## config.mk

```make
export PLATFORM = sky130hd
export DESIGN_NAME = byte_link
export DESIGN_NICKNAME = d
export VERILOG_FILES = /design/src/rtl/byte_link.sv
export SDC_FILE = /design/constraint.sdc
export NUM_CORES = 1
export LEC_CHECK = 0
export ABC_AREA = 1
export CORE_AREA = 10 10 104 106
export DETAILED_ROUTE_END_ITERATION = 6
export DIE_AREA = 0 0 114 116
export GPL_TIMING_DRIVEN = 0
export MAX_ROUTING_LAYER = met4
export PLACE_DENSITY_LB_ADDON = 0.12
export SKIP_LAST_GASP = 1
export SLEW_MARGIN = 25
export SYNTH_ARGS = -nofsm -noshare
export SYNTH_HDL_FRONTEND = slang
export SYNTH_SLANG_ARGS = --single-unit
```

## constraint.sdc

```tcl
create_clock -name clk -period 1.7 [get_ports clk]
set_input_delay 0.34 -clock clk [delete_from_list [all_inputs] [get_ports clk]]
set_output_delay 0.34 -clock clk [all_outputs]
set_load 0.005 [all_outputs]
```

## src/rtl/byte_link.sv

```systemverilog
// byte_link: deframes 5-byte RX command frames into 32-bit words for the
// command FIFO, and serialises 32-bit responses into 5-byte TX frames.
module byte_link #(
  parameter logic [7:0]  SYNC_BYTE = 8'hA5,
  parameter int unsigned TIMEOUT   = 1000
) (
  input  logic        clk,
  input  logic        rst_n,
  input  logic [7:0]  rx_data,
  input  logic        rx_valid,
  output logic        rx_ready,
  output logic [7:0]  tx_data,
  output logic        tx_valid,
  input  logic        tx_ready,
  output logic [31:0] cmd_wrdata,
  output logic        cmd_wrreq,
  input  logic        cmd_full,
  input  logic [31:0] rsp_rddata,
  output logic        rsp_rdreq,
  input  logic        rsp_empty,
  output logic [7:0]  err_cnt
);

  localparam int unsigned WORD_W  = 32;
  localparam int unsigned BYTE_W  = 8;
  localparam int unsigned TIMER_W = 16;
  localparam int unsigned ERR_W   = 8;
  localparam logic [TIMER_W-1:0] TIMER_LAST = TIMER_W'(TIMEOUT - 1);

  typedef enum logic [2:0] {
    R_SYNC, R_D3, R_D2, R_D1, R_D0, R_PUSH
  } rx_state_e;

  typedef enum logic [2:0] {
    T_IDLE, T_LOAD, T_SYNC, T_D3, T_D2, T_D1, T_D0
  } tx_state_e;

  rx_state_e            rx_state_q, rx_state_d;
  logic [WORD_W-1:0]    word_q, word_d;
  logic [TIMER_W-1:0]   timer_q, timer_d;
  logic [ERR_W-1:0]     err_q, err_d;
  logic                 rx_err;
  logic                 rx_ready_c;
  logic                 rx_acc;
  logic                 cmd_wrreq_c;

  tx_state_e            tx_state_q, tx_state_d;
  logic [WORD_W-1:0]    hold_q, hold_d;
  logic                 rsp_rdreq_c;
  logic                 tx_valid_c;
  logic [BYTE_W-1:0]    tx_data_c;

  // RX deframer: next state, shift register, inter-byte timer, error event
  always_comb begin
    rx_state_d  = rx_state_q;
    word_d      = word_q;
    timer_d     = '0;
    rx_err      = 1'b0;
    cmd_wrreq_c = 1'b0;
    rx_ready_c  = (rx_state_q != R_PUSH);
    rx_acc      = rx_valid && rx_ready_c;
    case (rx_state_q)
      R_SYNC: begin
        if (rx_acc) begin
          if (rx_data == SYNC_BYTE) rx_state_d = R_D3;
          else                      rx_err     = 1'b1;
        end
      end
      R_D3, R_D2, R_D1, R_D0: begin
        if (rx_acc) begin
          // A byte on the expiry cycle still counts, so it is checked first
          word_d = {word_q[WORD_W-BYTE_W-1:0], rx_data};
          case (rx_state_q)
            R_D3:    rx_state_d = R_D2;
            R_D2:    rx_state_d = R_D1;
            R_D1:    rx_state_d = R_D0;
            default: rx_state_d = R_PUSH;
          endcase
        end else if (timer_q == TIMER_LAST) begin
          rx_state_d = R_SYNC;
          rx_err     = 1'b1;
        end else begin
          timer_d = timer_q + 1'b1;
        end
      end
      R_PUSH: begin
        cmd_wrreq_c = !cmd_full;
        if (cmd_wrreq_c) rx_state_d = R_SYNC;
      end
      default: rx_state_d = R_SYNC;
    endcase
  end

  // RX state, assembled word and timer registers
  always_ff @(posedge clk or negedge rst_n) begin
    if (!rst_n) begin
      rx_state_q <= R_SYNC;
      word_q     <= '0;
      timer_q    <= '0;
    end else begin
      rx_state_q <= rx_state_d;
      word_q     <= word_d;
      timer_q    <= timer_d;
    end
  end

  // Saturating framing-error counter
  always_comb begin
    err_d = err_q;
    if (rx_err && (err_q != '1)) err_d = err_q + 1'b1;
  end

  // Error counter register
  always_ff @(posedge clk or negedge rst_n) begin
    if (!rst_n) err_q <= '0;
    else        err_q <= err_d;
  end

  // TX serialiser: FIFO read, holding-register load, byte sequencing
  always_comb begin
    tx_state_d  = tx_state_q;
    hold_d      = hold_q;
    rsp_rdreq_c = 1'b0;
    tx_valid_c  = 1'b0;
    tx_data_c   = '0;
    case (tx_state_q)
      T_IDLE: begin
        rsp_rdreq_c = !rsp_empty;
        if (rsp_rdreq_c) tx_state_d = T_LOAD;
      end
      T_LOAD: begin
        hold_d     = rsp_rddata;
        tx_state_d = T_SYNC;
      end
      T_SYNC: begin
        tx_valid_c = 1'b1;
        tx_data_c  = SYNC_BYTE;
        if (tx_ready) tx_state_d = T_D3;
      end
      T_D3: begin
        tx_valid_c = 1'b1;
        tx_data_c  = hold_q[31:24];
        if (tx_ready) tx_state_d = T_D2;
      end
      T_D2: begin
        tx_valid_c = 1'b1;
        tx_data_c  = hold_q[23:16];
        if (tx_ready) tx_state_d = T_D1;
      end
      T_D1: begin
        tx_valid_c = 1'b1;
        tx_data_c  = hold_q[15:8];
        if (tx_ready) tx_state_d = T_D0;
      end
      T_D0: begin
        tx_valid_c = 1'b1;
        tx_data_c  = hold_q[7:0];
        if (tx_ready) tx_state_d = T_IDLE;
      end
      default: tx_state_d = T_IDLE;
    endcase
  end

  // TX state and holding register
  always_ff @(posedge clk or negedge rst_n) begin
    if (!rst_n) begin
      tx_state_q <= T_IDLE;
      hold_q     <= '0;
    end else begin
      tx_state_q <= tx_state_d;
      hold_q     <= hold_d;
    end
  end

  // Read strobe is forced low while reset is held, even with a non-empty FIFO
  assign rsp_rdreq  = rsp_rdreq_c & rst_n;
  assign rx_ready   = rx_ready_c;
  assign cmd_wrreq  = cmd_wrreq_c;
  assign cmd_wrdata = word_q;
  assign tx_valid   = tx_valid_c;
  assign tx_data    = tx_data_c;
  assign err_cnt    = err_q;

endmodule

```

Word-level counts from Yosys, hierarchy flattened
Index checks and enable logic that the tools add are counted.
{ "word_totals": {"regBits": 94, "word_cells": 71, "in_bits": 46, "output_inout_bits": 52} }
{ "classes": {"addsub": 2, "mux": 26, "n_reduce_logical": 11, "bitwise_logic": 1, "eq_ne": 25} }
{ "op_table": {"columns": ["operator", "count"], "rows": [
  ["16-bit 2-to-1 mux", 3],
  ["8-bit one-hot mux with 5 select lines", 1],
  ["3-bit 2-to-1 mux", 11],
  ["3-bit one-hot mux with 7 select lines", 1],
  ["2-bit != test, second input constant", 9],
  ["3-bit one-hot mux with 3 select lines", 2],
  ["16-bit by 1-bit adder with 16-bit output, second input constant", 1],
  ["16-bit by 10-bit equality test with 1-bit output, second input constant", 1],
  ["3-bit equality test, second input constant", 5],
  ["3-bit by 2-bit equality test with 1-bit output, second input constant", 4],
  ["8-bit by 1-bit adder with 8-bit output, second input constant", 1],
  ["8-bit equality test, second input constant", 1],
  ["8-bit != test, second input constant", 1],
  ["1-bit 2-to-1 mux", 7],
  ["3-bit by 1-bit equality test with 1-bit output, second input constant", 2],
  ["3-bit zero test", 2],
  ["3-bit != test, second input constant", 2],
  ["6-bit AND reduction", 1],
  ["5-bit OR reduction", 1],
  ["4-bit AND reduction", 1],
  ["4-bit OR reduction", 1],
  ["1-bit logical AND", 2],
  ["1-bit zero test", 2],
  ["1-bit one-hot mux with 2 select lines", 1],
  ["2 further kinds", 2]
]} }

Depth between registers and ports, before layout
Gate-level depths: netlist of the first run.
{ "logic_depth": {"ltp_word": 5, "mapped_depth": 10} }

Worst setup path before layout of the first run
Ideal clock, no wire load.
{ "synth_path": {"path_kind": "register -> output", "start": "reg tx_state_q[0]", "end": "out tx_data[0]", "stages_incl_launch_ff": 7, "path_slack_ns": 0.265, "path_buffers": 1, "arrival_ns": 1.095, "cell_sequence": "dfrtp_1 > buf_2 > inv_1 > nand3_1 > inv_1 > nand2_1 > nand4_1"} }
{ "synth_via": {"elab_chain_cells": 2, "elab_cells_between_ends": 6, "classes_between": "eq/ne: 5; mux: 1"} }
{ "synth_lines": {"columns": ["item", "line", "rtl"], "rows": [
  ["start, declared", "47", "tx_state_e tx_state_q, tx_state_d;"],
  ["start signal, assigned", "170", "tx_state_q <= tx_state_d;"],
  ["3-bit equality test / 3-bit by 2-bit equality test with 1-bit output (equally long branches)", "126", "case (tx_state_q)"],
  ["8-bit one-hot mux with 5 select lines (*)", "126", null],
  ["end, declared", "12", "output logic [7:0] tx_data,"]
]} }
Mark *: on every way between the ends. The rest lies on a longest branch, timed or not.

Final worst setup path of the first run
{ "layout_path": {"start": "reg tx_state_q[2]", "end": "out tx_data[6]"} }
The elaborated chain is that of the path after synthesis.

==> impl_metrics.env, run 1 <==
export IMPL_ys_flop_type="dfrtp_1"
export IMPL_h_tree_depth=3
export IMPL_rsz0062_at_grt="yes"
export IMPL_status="complete, but fails checks"
export IMPL_cts_num_sinks=94
export IMPL_synth_seq_cells=94
export IMPL_synth_top_family_by_area="simple AND/OR/NAND/NOR gates"
export IMPL_synthToLayoutAreaGrowth_pct=41.4
export IMPL_synthCells=499
export IMPL_grt_max_degree=52
export IMPL_cp_slowest_cell="dfrtp_2"
export IMPL_seq_area_frac_synth_pct=53.5
export IMPL_ys_types=33
export IMPL_clkSlewWorstSetupHoldPaths_ns=0.11
export IMPL_synth_top_area_share_pct=53.5
export IMPL_synth_top_cell_by_area="dfrtp_1"
export IMPL_tritoncts="built"
export IMPL_muxShareOfSynthArea_pct=8.19
export IMPL_use_met3_pct=3.82
export IMPL_netlist_top_cells_count="nand2_1 (190), dfrtp_1 (94), inv_1 (37), nor2_1 (35), mux2_2 (31)"
export IMPL_instances_no_fill=764
export IMPL_die_w_um=114
export IMPL_die_y_um=116
export IMPL_antenna_found_initial=0
export IMPL_firstDrtPassIters=5
export IMPL_crit_path_frequent_cell="buf_6"
export IMPL_crit_chain="buf_6 -> nor2_4 -> buf_6 -> nand3_2 -> nand4_1 -> buf_2"
export IMPL_synth_nets=547
export IMPL_hpwl_mm=7.89
export IMPL_placedCellCount=705
export IMPL_grt_pass1_vias=4025
export IMPL_synth_simple_area_share_pct=27.7
export IMPL_core_sq_um=8680
export IMPL_powerDensity_nw_per_um2=1650
export IMPL_avgSynthCellArea_sq_um=8.81
export IMPL_ys_top_cells_by_area="dfrtp_1 (53%), nand2_1 (16%), mux2_2 (7.9%)"
export IMPL_arrival_ns=1.65
export IMPL_grtUsageMet2_pct=31.3
export IMPL_utilization_pct=71.7
export IMPL_cap_violations=0
export IMPL_finalSetupViolCount=10
export IMPL_dr_first_iter_drc_count=224
export IMPL_synth_fa_ha_area_share_pct=0.569
export IMPL_cts_buffer_depth=2
export IMPL_nets=699
export IMPL_yosysWarnings=0
export IMPL_required_ns=1.36
export IMPL_fin_crit_ns=1.99
export IMPL_hp_class="in2async"
export IMPL_holdWs_ns=-0.126
export IMPL_async_flop_share_pct=100
export IMPL_io_pins=98
export IMPL_violations="hold timing, setup timing"
export IMPL_drive_gt1_share_pct=25.2
export IMPL_place_congestion=0.856
export IMPL_top_usage_layer="met2"
export IMPL_grt_pass1_wl_mm=19.6
export IMPL_synth_compound_area_share_pct=3.58
export IMPL_critPathKind="reg2out"
export IMPL_portBuffers=97
export IMPL_drv_slew=0
export IMPL_min_period_over_period_pct=117
export IMPL_floorplan_initialDensity_pct=50.7
export IMPL_leakage_nw=2.97
export IMPL_cts_root_buf="clkbuf_8"
export IMPL_nFillCells=628
export IMPL_grt_usage_pct=18.9
export IMPL_hold_viol=44
export IMPL_synth_xor_area_share_pct=1.19
export IMPL_antenna_left=0
export IMPL_vias_per_cell=5.13
export IMPL_relSlewSlack_pct=70.6
export IMPL_vias=3917
export IMPL_antenna_cells=0
export IMPL_max_stage_delay_ns=0.49
export IMPL_startpoint_type="flop"
export IMPL_clk_latency_ns=0.37
export IMPL_synth_edf_count=0
export IMPL_fmax_mhz=503
export IMPL_drc_errors=0
export IMPL_use_met1_pct=21.9
export IMPL_cp_end_kind="primary output"
export IMPL_syn_area_sq_um=4400
export IMPL_rows=34
export IMPL_tightest_slew_ns=0.441
export IMPL_skew_ns=0.0142
export IMPL_dieArea_sq_um=13200
export IMPL_gr_total_overflow=0
export IMPL_cp_max_fo=5
export IMPL_cts_made_buffers=9
export IMPL_wl_mm=12.4
export IMPL_ir_worst_vdd_v=0.000737
export IMPL_wl_per_cell_um=16.3
export IMPL_fin_ws_ns=-0.290
export IMPL_yosysMostFrequentCell="nand2_1"
metal layers:
metal / wire [um] / part of all wire, % / vias to the layer above
li1: - / - / 1900
met2: 6370 / 51 / 113
met5: 0 / 0 / -
met4: 269 / 2.2 / 0
met3: 751 / 6.0 / 21
met1: 5060 / 41 / 1883
area by class of cell:
type | instances | area [sq um] | share of cell area, %
multi-input cells | 354 | 1930 | 31.0
clock buffers | 9 | 124 | 1.99
plain buffers | 10 | 82.6 | 1.33
repair buffers | 142 | 1350 | 21.7
inverters | 40 | 173 | 2.78
flip-flops and latches | 94 | 2360 | 37.9
well taps | 108 | 135 | 2.17
clock inverters | 7 | 71.3 | 1.15
registers in the layout (all words and copies together) (netlist names):
signal      flops
rx_state_q      3
err_cnt         8
timer_q        16
tx_state_q      3
cmd_wrdata     32
hold_q         32
power by group:
group	switching (mW)	internal [mW]
clock network	0.897	0.584
registers	0.641	3.13
logic	2.34	2.68
total	3.87	6.39
stage by stage:
step | hold WS, ns | setup slack, ns | area [sq um] | total power, mW | setup TNS [ns]
after floorplan | 0.0444 | 0.265 | 4400 | 5.92 | 0
after global placement | 0.453 | -3.45 | 5500 | 7.75 | -310.02
after detailed placement | 0.290 | -0.493 | 5530 | 7.89 | -4.32
after CTS | -0.124 | -0.229 | 6040 | 9.87 | -1.65
after global routing | -0.115 | -0.340 | 6220 | 11.0 | -2.81
final | -0.126 | -0.290 | 6220 | 10.3 | -2.14
kinds of logic (layout without fill, tap and decap cells):
group | count (synthesis) | in the layout
adder cells (fa/ha/maj) | 2 | 2
XOR/XNOR | 6 | 6
flip-flops | 94 | 94
multiplexers | 32 | 32
buffers and inverters | 51 | 208
AO/OA/AOI/OAI | 26 | 26
AND/OR/NAND/NOR | 288 | 288
layout by cell type (no fill, tap or decap), drive strengths merged:
| master | synthesis | layout |
|---|---|---|
| nand2 | 198 | 198 |
| dfrtp | 94 | 94 |
| clkdlybuf4s50 | 0 | 84 |
| buf | 10 | 66 |
| inv | 40 | 45 |
| nor2 | 39 | 39 |
| mux2 | 32 | 32 |
| nand3 | 29 | 29 |
| o21ai | 17 | 17 |
| nand4 | 10 | 10 |
| clkbuf | 1 | 9 |
| nor3 | 7 | 7 |
| a21oi | 7 | 7 |
| xor2 | 4 | 4 |
| nor3b | 2 | 2 |
| xnor2 | 2 | 2 |
| ha | 2 | 2 |
| clkinv | 0 | 2 |
| or2 | 2 | 2 |
| and3 | 1 | 1 |
| o21a | 1 | 1 |
| o21bai | 1 | 1 |
| clkdlybuf4s15 | 0 | 1 |
| dlygate4sd2 | 0 | 1 |
worst max-delay path, delay by kind of cell (launching register included):
family	cells	cell delay (ns)
simple gates	3	0.35
buf+inv	3	0.44
flops	1	0.49
final timing paths:
check	from	to	slack, ns	depth (start not counted)
worst max-delay path	tx_state_q[2]$_DFFE_PN0P_	tx_data[6]	-0.29	6
worst min-delay path	rst_n	hold_q[8]$_DFFE_PN0P_	-0.13	1
worst max register to register	tx_state_q[1]$_DFFE_PN0P_	tx_state_q[2]$_DFFE_PN0P_	0.13	10
worst min register to register	cmd_wrdata[30]$_DFFE_PN0P_	cmd_wrdata[30]$_DFFE_PN0P_	0.49	2
max in group asynchronous	rst_n	err_cnt[5]$_DFFE_PN0P_	1.20	2
min in group clk	cmd_wrdata[30]$_DFFE_PN0P_	cmd_wrdata[30]$_DFFE_PN0P_	0.49	2
what timing repair did:
action / CTS / global route
endpoints found under the setup margin: 13 / 48
gates resized for setup: 84 / 26
endpoints found under the hold margin: 44 / 44
buffers inserted: 32 / 12
pin swaps: 13 / 7
Note: power is estimated with default switching activity, not from simulation.
==> inputs of run 2 (changes only) <==
--- a/config.mk
+++ b/config.mk
@@ -6,9 +6,10 @@
 export NUM_CORES = 1
 export LEC_CHECK = 0
 export ABC_AREA = 1
-export CORE_AREA = 10 10 104 106
+export CORE_AREA = 10 10 97 99
 export DETAILED_ROUTE_END_ITERATION = 6
-export DIE_AREA = 0 0 114 116
+export DIE_AREA = 0 0 107 109
+export DONT_BUFFER_PORTS = 1
 export GPL_TIMING_DRIVEN = 0
 export MAX_ROUTING_LAYER = met4
 export PLACE_DENSITY_LB_ADDON = 0.12
==> impl_metrics.env, run 2 (synthesis results as in run 1) <==
export IMPL_finalSetupTns_ns=-0.341
export IMPL_reg2reg_depth=6
export IMPL_leakage_nw=2.42
export IMPL_hpwl_mm=7.16
export IMPL_portBuffers=0
export IMPL_finalSetupViolCount=22
export IMPL_final_common_cell="nand2_1"
export IMPL_fin_crit_ns=1.74
export IMPL_gr_total_overflow=0
export IMPL_relSlewSlack_pct=81.9
export IMPL_vias=3364
export IMPL_nets=575
export IMPL_cp_max_fo=7
export IMPL_fmax_mhz=575
export IMPL_cap_violations=0
export IMPL_required_ns=1.36
export IMPL_synthToLayoutAreaGrowth_pct=14.1
export IMPL_dr_first_iter_drc_count=143
export IMPL_startpoint_type="flop"
export IMPL_cts_made_buffers=9
export IMPL_status="complete, but fails checks"
export IMPL_r2r_end="hold_q[27]$_DFFE_PN0P_"
export IMPL_drive_gt1_share_pct=22.2
export IMPL_clkSlewWorstSetupHoldPaths_ns=0.11
export IMPL_tritoncts="built"
export IMPL_nFillCells=624
export IMPL_regArea_sq_um=2350
export IMPL_setup_worst_path_end="tx_data[7]"
export IMPL_startpoint="tx_state_q[1]$_DFFE_PN0P_"
export IMPL_place_area_sq_um=4530
export IMPL_violations="hold timing, setup timing"
export IMPL_grt_max_degree=96
export IMPL_grt_usage_pct=18.0
export IMPL_critPathKind="reg2out"
export IMPL_cp_end_kind="primary output"
export IMPL_place_congestion=0.792
export IMPL_multi_input_area_sq_um=1930
export IMPL_cts_root_buf="clkbuf_8"
export IMPL_die_y_um=109
export IMPL_skew_ns=0.0151
export IMPL_powerDensity_nw_per_um2=1740
export IMPL_vias_per_cell=5.30
export IMPL_antenna_found_initial=1
export IMPL_clk_latency_ns=0.37
export IMPL_cts_buffer_depth=2
export IMPL_fin_area_sq_um=5020
export IMPL_arrival_ns=1.40
export IMPL_final_cell_mix="nand2_1 (182), dfrtp_1 (92), inv_1 (32), nor2_1 (32), mux2_2 (31)"
export IMPL_drv_slew=0
export IMPL_wl_mm=10.5
export IMPL_io_pins=98
export IMPL_firstDrtPassIters=4
export IMPL_grt_pass1_vias=3353
export IMPL_die_w_um=107
export IMPL_core_sq_um=7530
export IMPL_hp_class="in2async"
export IMPL_drc_errors=0
export IMPL_holdWs_ns=-0.346
export IMPL_dieArea_sq_um=11700
export IMPL_h_tree_depth=3
export IMPL_rows=32
export IMPL_min_period_over_period_pct=102
export IMPL_tightest_slew_ns=0.270
export IMPL_floorplan_initialDensity_pct=58.4
export IMPL_grt_pass1_wl_mm=16.5
export IMPL_wl_per_cell_um=16.5
export IMPL_fin_ws_ns=-0.0405
export IMPL_rsz0062_at_grt="yes"
export IMPL_cts_num_sinks=94
export IMPL_r2r_start="tx_state_q[1]$_DFFE_PN0P_"
export IMPL_power_mw=8.72
export IMPL_antenna_left=0
export IMPL_hold_viol=94
export IMPL_ir_worst_vdd_v=0.000707
export IMPL_rrSetupSlack_ns=-0.02
==> run 2: cell count changes in the layout (fill, tap and decap cells not counted), sizes merged <==
cell / delta
clkdlybuf4s50: -84
buf: -39
inv: -5
clkinv: +3
clkinvlp: +2
clkdlybuf4s15: -1
diode: +1
dlygate4sd2: -1
nor2: +1
==> run 2: power by group <==
part	leakage, nW	switching [mW]	internal [mW]	total [mW]
Combinational	1.14	1.86	1.52	3.38
Sequential	1.19	0.762	3.13	3.89
Clock	0.0911	0.879	0.567	1.45
==> run 2: how the worst min path moves through the flow <==
stage                                       endpoint  depth (start not counted)  start
after floorplan            cmd_wrdata[0]$_DFFE_PN0P_                          0  rst_n
after global placement     tx_state_q[0]$_DFFE_PN0P_                          0  rst_n
after detailed placement   tx_state_q[0]$_DFFE_PN0P_                          0  rst_n
after CTS                 cmd_wrdata[25]$_DFFE_PN0P_                          0  rst_n
after global routing          hold_q[24]$_DFFE_PN0P_                          0  rst_n
final                         hold_q[24]$_DFFE_PN0P_                          0  rst_n
==> run 2: cell type report <==
class | count | share of cell area [%]
flip-flops and latches | 94 | 46.9
multi-input cells | 355 | 38.4
inverters | 40 | 3.89
well taps | 102 | 2.54
clock buffers | 9 | 2.47
repair buffers | 16 | 2.39
plain buffers | 11 | 1.95
clock inverters | 7 | 1.37
diodes | 1 | 0.0499
==> run 2: worst max-delay path, cell delays in order (launching register included) <==
cell	delay, ns
dfrtp_2	0.46
clkinv_4	0.15
nor2_4	0.18
o21ai_1	0.10
nand4_1	0.14
==> run 2: what timing repair did <==
action | CTS | global route
setup buffers | 7 | 9
endpoints found under the hold margin | 94 | 94
gates cloned | 1 | 0
setup endpoints to repair | 9 | 20
gates resized for setup | 30 | 28
pin swaps | 7 | 15
==> run 2: per-layer routing <==
layer	global-route usage [%]	share of wire, %	up-vias
li1	-	-	1652
met1	21.6	43	1614
met2	29.0	49	82
met3	5.13	6.3	16
met4	5.71	1.6	0
met5	-	0	-
==> run 2: per-stage QoR <==
stage          std cells  worst slack (ns)  util (%)
6_report             635           -0.0405      66.6
5_1_grt              635            -0.105      66.6
4_1_cts              625           -0.0205      64.7
3_5_place_dp         601           -0.0693      60.1
3_3_place_gp         601           -0.0860      60.1
2_1_floorplan        499             0.265         -
==> inputs of run 3 (changes only) <==
==> constraint.sdc (replaced) <==
create_clock -name clk -period 1.77 [get_ports clk]
set_input_delay 0.354 -clock clk [delete_from_list [all_inputs] [get_ports clk]]
set_output_delay 0.354 -clock clk [all_outputs]
set_load 0.005 [all_outputs]
==> impl_metrics.env, run 3 (synthesis results as in run 1) <==
export IMPL_status="complete, but fails checks"
export IMPL_violations="hold timing"
export IMPL_leakage_nw=2.38
export IMPL_tritoncts="built"
export IMPL_tightest_slew_ns=0.363
export IMPL_relSlewSlack_pct=75.7
export IMPL_use_met3_pct=5.13
export IMPL_floorplan_initialDensity_pct=58.4
export IMPL_startpoint="tx_state_q[0]$_DFFE_PN0P_"
export IMPL_fin_crit_ns=1.74
export IMPL_power_mw=8.18
export IMPL_required_ns=1.42
export IMPL_cp_max_fo=5
export IMPL_cap_violations=0
export IMPL_grt_usage_pct=17.8
export IMPL_place_congestion=0.792
export IMPL_rsz0062_at_grt="yes"
export IMPL_nets=568
export IMPL_antenna_left=0
export IMPL_firstDrtPassIters=6
export IMPL_cts_made_buffers=9
export IMPL_grt_pass1_vias=3275
export IMPL_die_y_um=109
export IMPL_placedCellCount=601
export IMPL_fin_ws_ns=0.0305
export IMPL_drc_errors=0
export IMPL_antenna_found_initial=0
export IMPL_vias=3321
export IMPL_h_tree_depth=3
export IMPL_place_ws_ns=-0.0133
export IMPL_wl_per_cell_um=16.3
export IMPL_hold_viol=94
export IMPL_synthToLayoutAreaGrowth_pct=12.0
export IMPL_powerDensity_nw_per_um2=1660
export IMPL_vias_per_cell=5.30
export IMPL_hpwl_mm=7.16
export IMPL_startpoint_type="flop"
export IMPL_rows=32
export IMPL_instances_no_fill=627
export IMPL_r2r_end="hold_q[27]$_DFFE_PN0P_"
export IMPL_nFillCells=624
export IMPL_portBuffers=0
export IMPL_utilization_pct=65.4
export IMPL_min_period_over_period_pct=98.3
export IMPL_ir_worst_vdd_v=0.000700
export IMPL_use_met1_pct=21.4
export IMPL_reg2reg_depth=6
export IMPL_cts_root_buf="clkbuf_8"
export IMPL_grt_max_degree=96
export IMPL_cts_num_sinks=94
export IMPL_clkSlewWorstSetupHoldPaths_ns=0.10
export IMPL_rrSetupSlack_ns=0.13
export IMPL_antenna_cells=0
export IMPL_place_area_sq_um=4530
export IMPL_drive_gt1_share_pct=19.8
export IMPL_skew_ns=0.00968
export IMPL_hp_class="in2async"
export IMPL_die_w_um=107
export IMPL_finalSetupViolCount=0
export IMPL_dieArea_sq_um=11700
export IMPL_io_pins=98
export IMPL_r2r_start="tx_state_q[1]$_DFFE_PN0P_"
export IMPL_clk_latency_ns=0.36
export IMPL_grt_pass1_wl_mm=16.3
export IMPL_cp_end_kind="primary output"
export IMPL_critPathKind="reg2out"
export IMPL_arrival_ns=1.39
export IMPL_cts_buffer_depth=2
export IMPL_dr_first_iter_drc_count=134
export IMPL_top_usage_layer="met2"
export IMPL_drv_slew=0
export IMPL_gr_total_overflow=0
export IMPL_holdWs_ns=-0.329
export IMPL_final_cell_mix="nand2_1 (186), dfrtp_1 (93), inv_1 (32), nor2_1 (32), mux2_2 (31)"
export IMPL_fin_area_sq_um=4930
export IMPL_fmax_mhz=575
export IMPL_final_common_cell="nand2_1"
export IMPL_grtUsageMet2_pct=29.1
export IMPL_core_sq_um=7530
export IMPL_wl_mm=10.2
==> run 3: changes by cell type in the layout (fill, tap and decap cells not counted), moves of 2 or more <==
cell,before,now
nand3_1,22,24
buf_6,4,6
nand2_1,182,186
nand2_2,13,10
buf_4,19,10
o21ai_0,11,13
o21ai_1,5,3
nand3_2,3,1
==> run 3: worst max path at each step <==
stage | depth (start not counted) | slack, ns | endpoint
finish | 4 | 0.03 | tx_data[0]
global route | 4 | -0.07 | tx_data[0]
floorplan | 6 | 0.32 | tx_data[0]
global placement | 6 | -0.03 | tx_data[0]
CTS | 6 | -0.004 | tx_data[3]
detailed placement | 6 | -0.01 | tx_data[3]
==> run 3: per-stage QoR <==
step,hold slack (ns),setup TNS (ns)
final,-0.329,0
after global routing,-0.350,-0.258
after CTS,-0.345,-0.00446
after detailed placement,0.0615,-0.0272
after global placement,0.0614,-0.0434
after floorplan,0.0584,0
==> run 3: final cells by class <==
cell class,count,area (sq um),share of cell area [%]
timing repair inverter,1,8.76,0.178
multi-input combinational,355,1900,38.5
buffer,11,93.8,1.91
clock inverter,7,68.8,1.40
timing repair buffer,8,63.8,1.30
sequential,94,2350,47.8
clock buffer,9,124,2.51
inverter,40,190,3.86
tap,102,128,2.59
==> run 3: power by group <==
| part | switching, mW | leakage (nW) | internal (mW) | total, mW |
|---|---|---|---|---|
| registers | 0.700 | 1.19 | 3.00 | 3.70 |
| logic | 1.73 | 1.10 | 1.36 | 3.10 |
| clock network | 0.835 | 0.0911 | 0.545 | 1.38 |
==> run 3: routing by layer <==
layer	vias up	routed length, um
met5	-	0
met4	0	101
met3	11	795
met2	85	4970
met1	1589	4330
li1	1636	-
==> run 3: timing repair <==
action,CTS,global route
pin swaps,7,4
cloned,1,1
endpoints found under the setup margin,8,12
resized for setup,18,27
endpoints found under the hold margin,94,94
buffers inserted,5,3
==> run 3: critical path: stages (launching register included) <==
cell,delay (ns)
dfrtp_1,0.39
buf_6,0.18
clkinv_8,0.08
o21ai_0,0.21
nand4_1,0.16
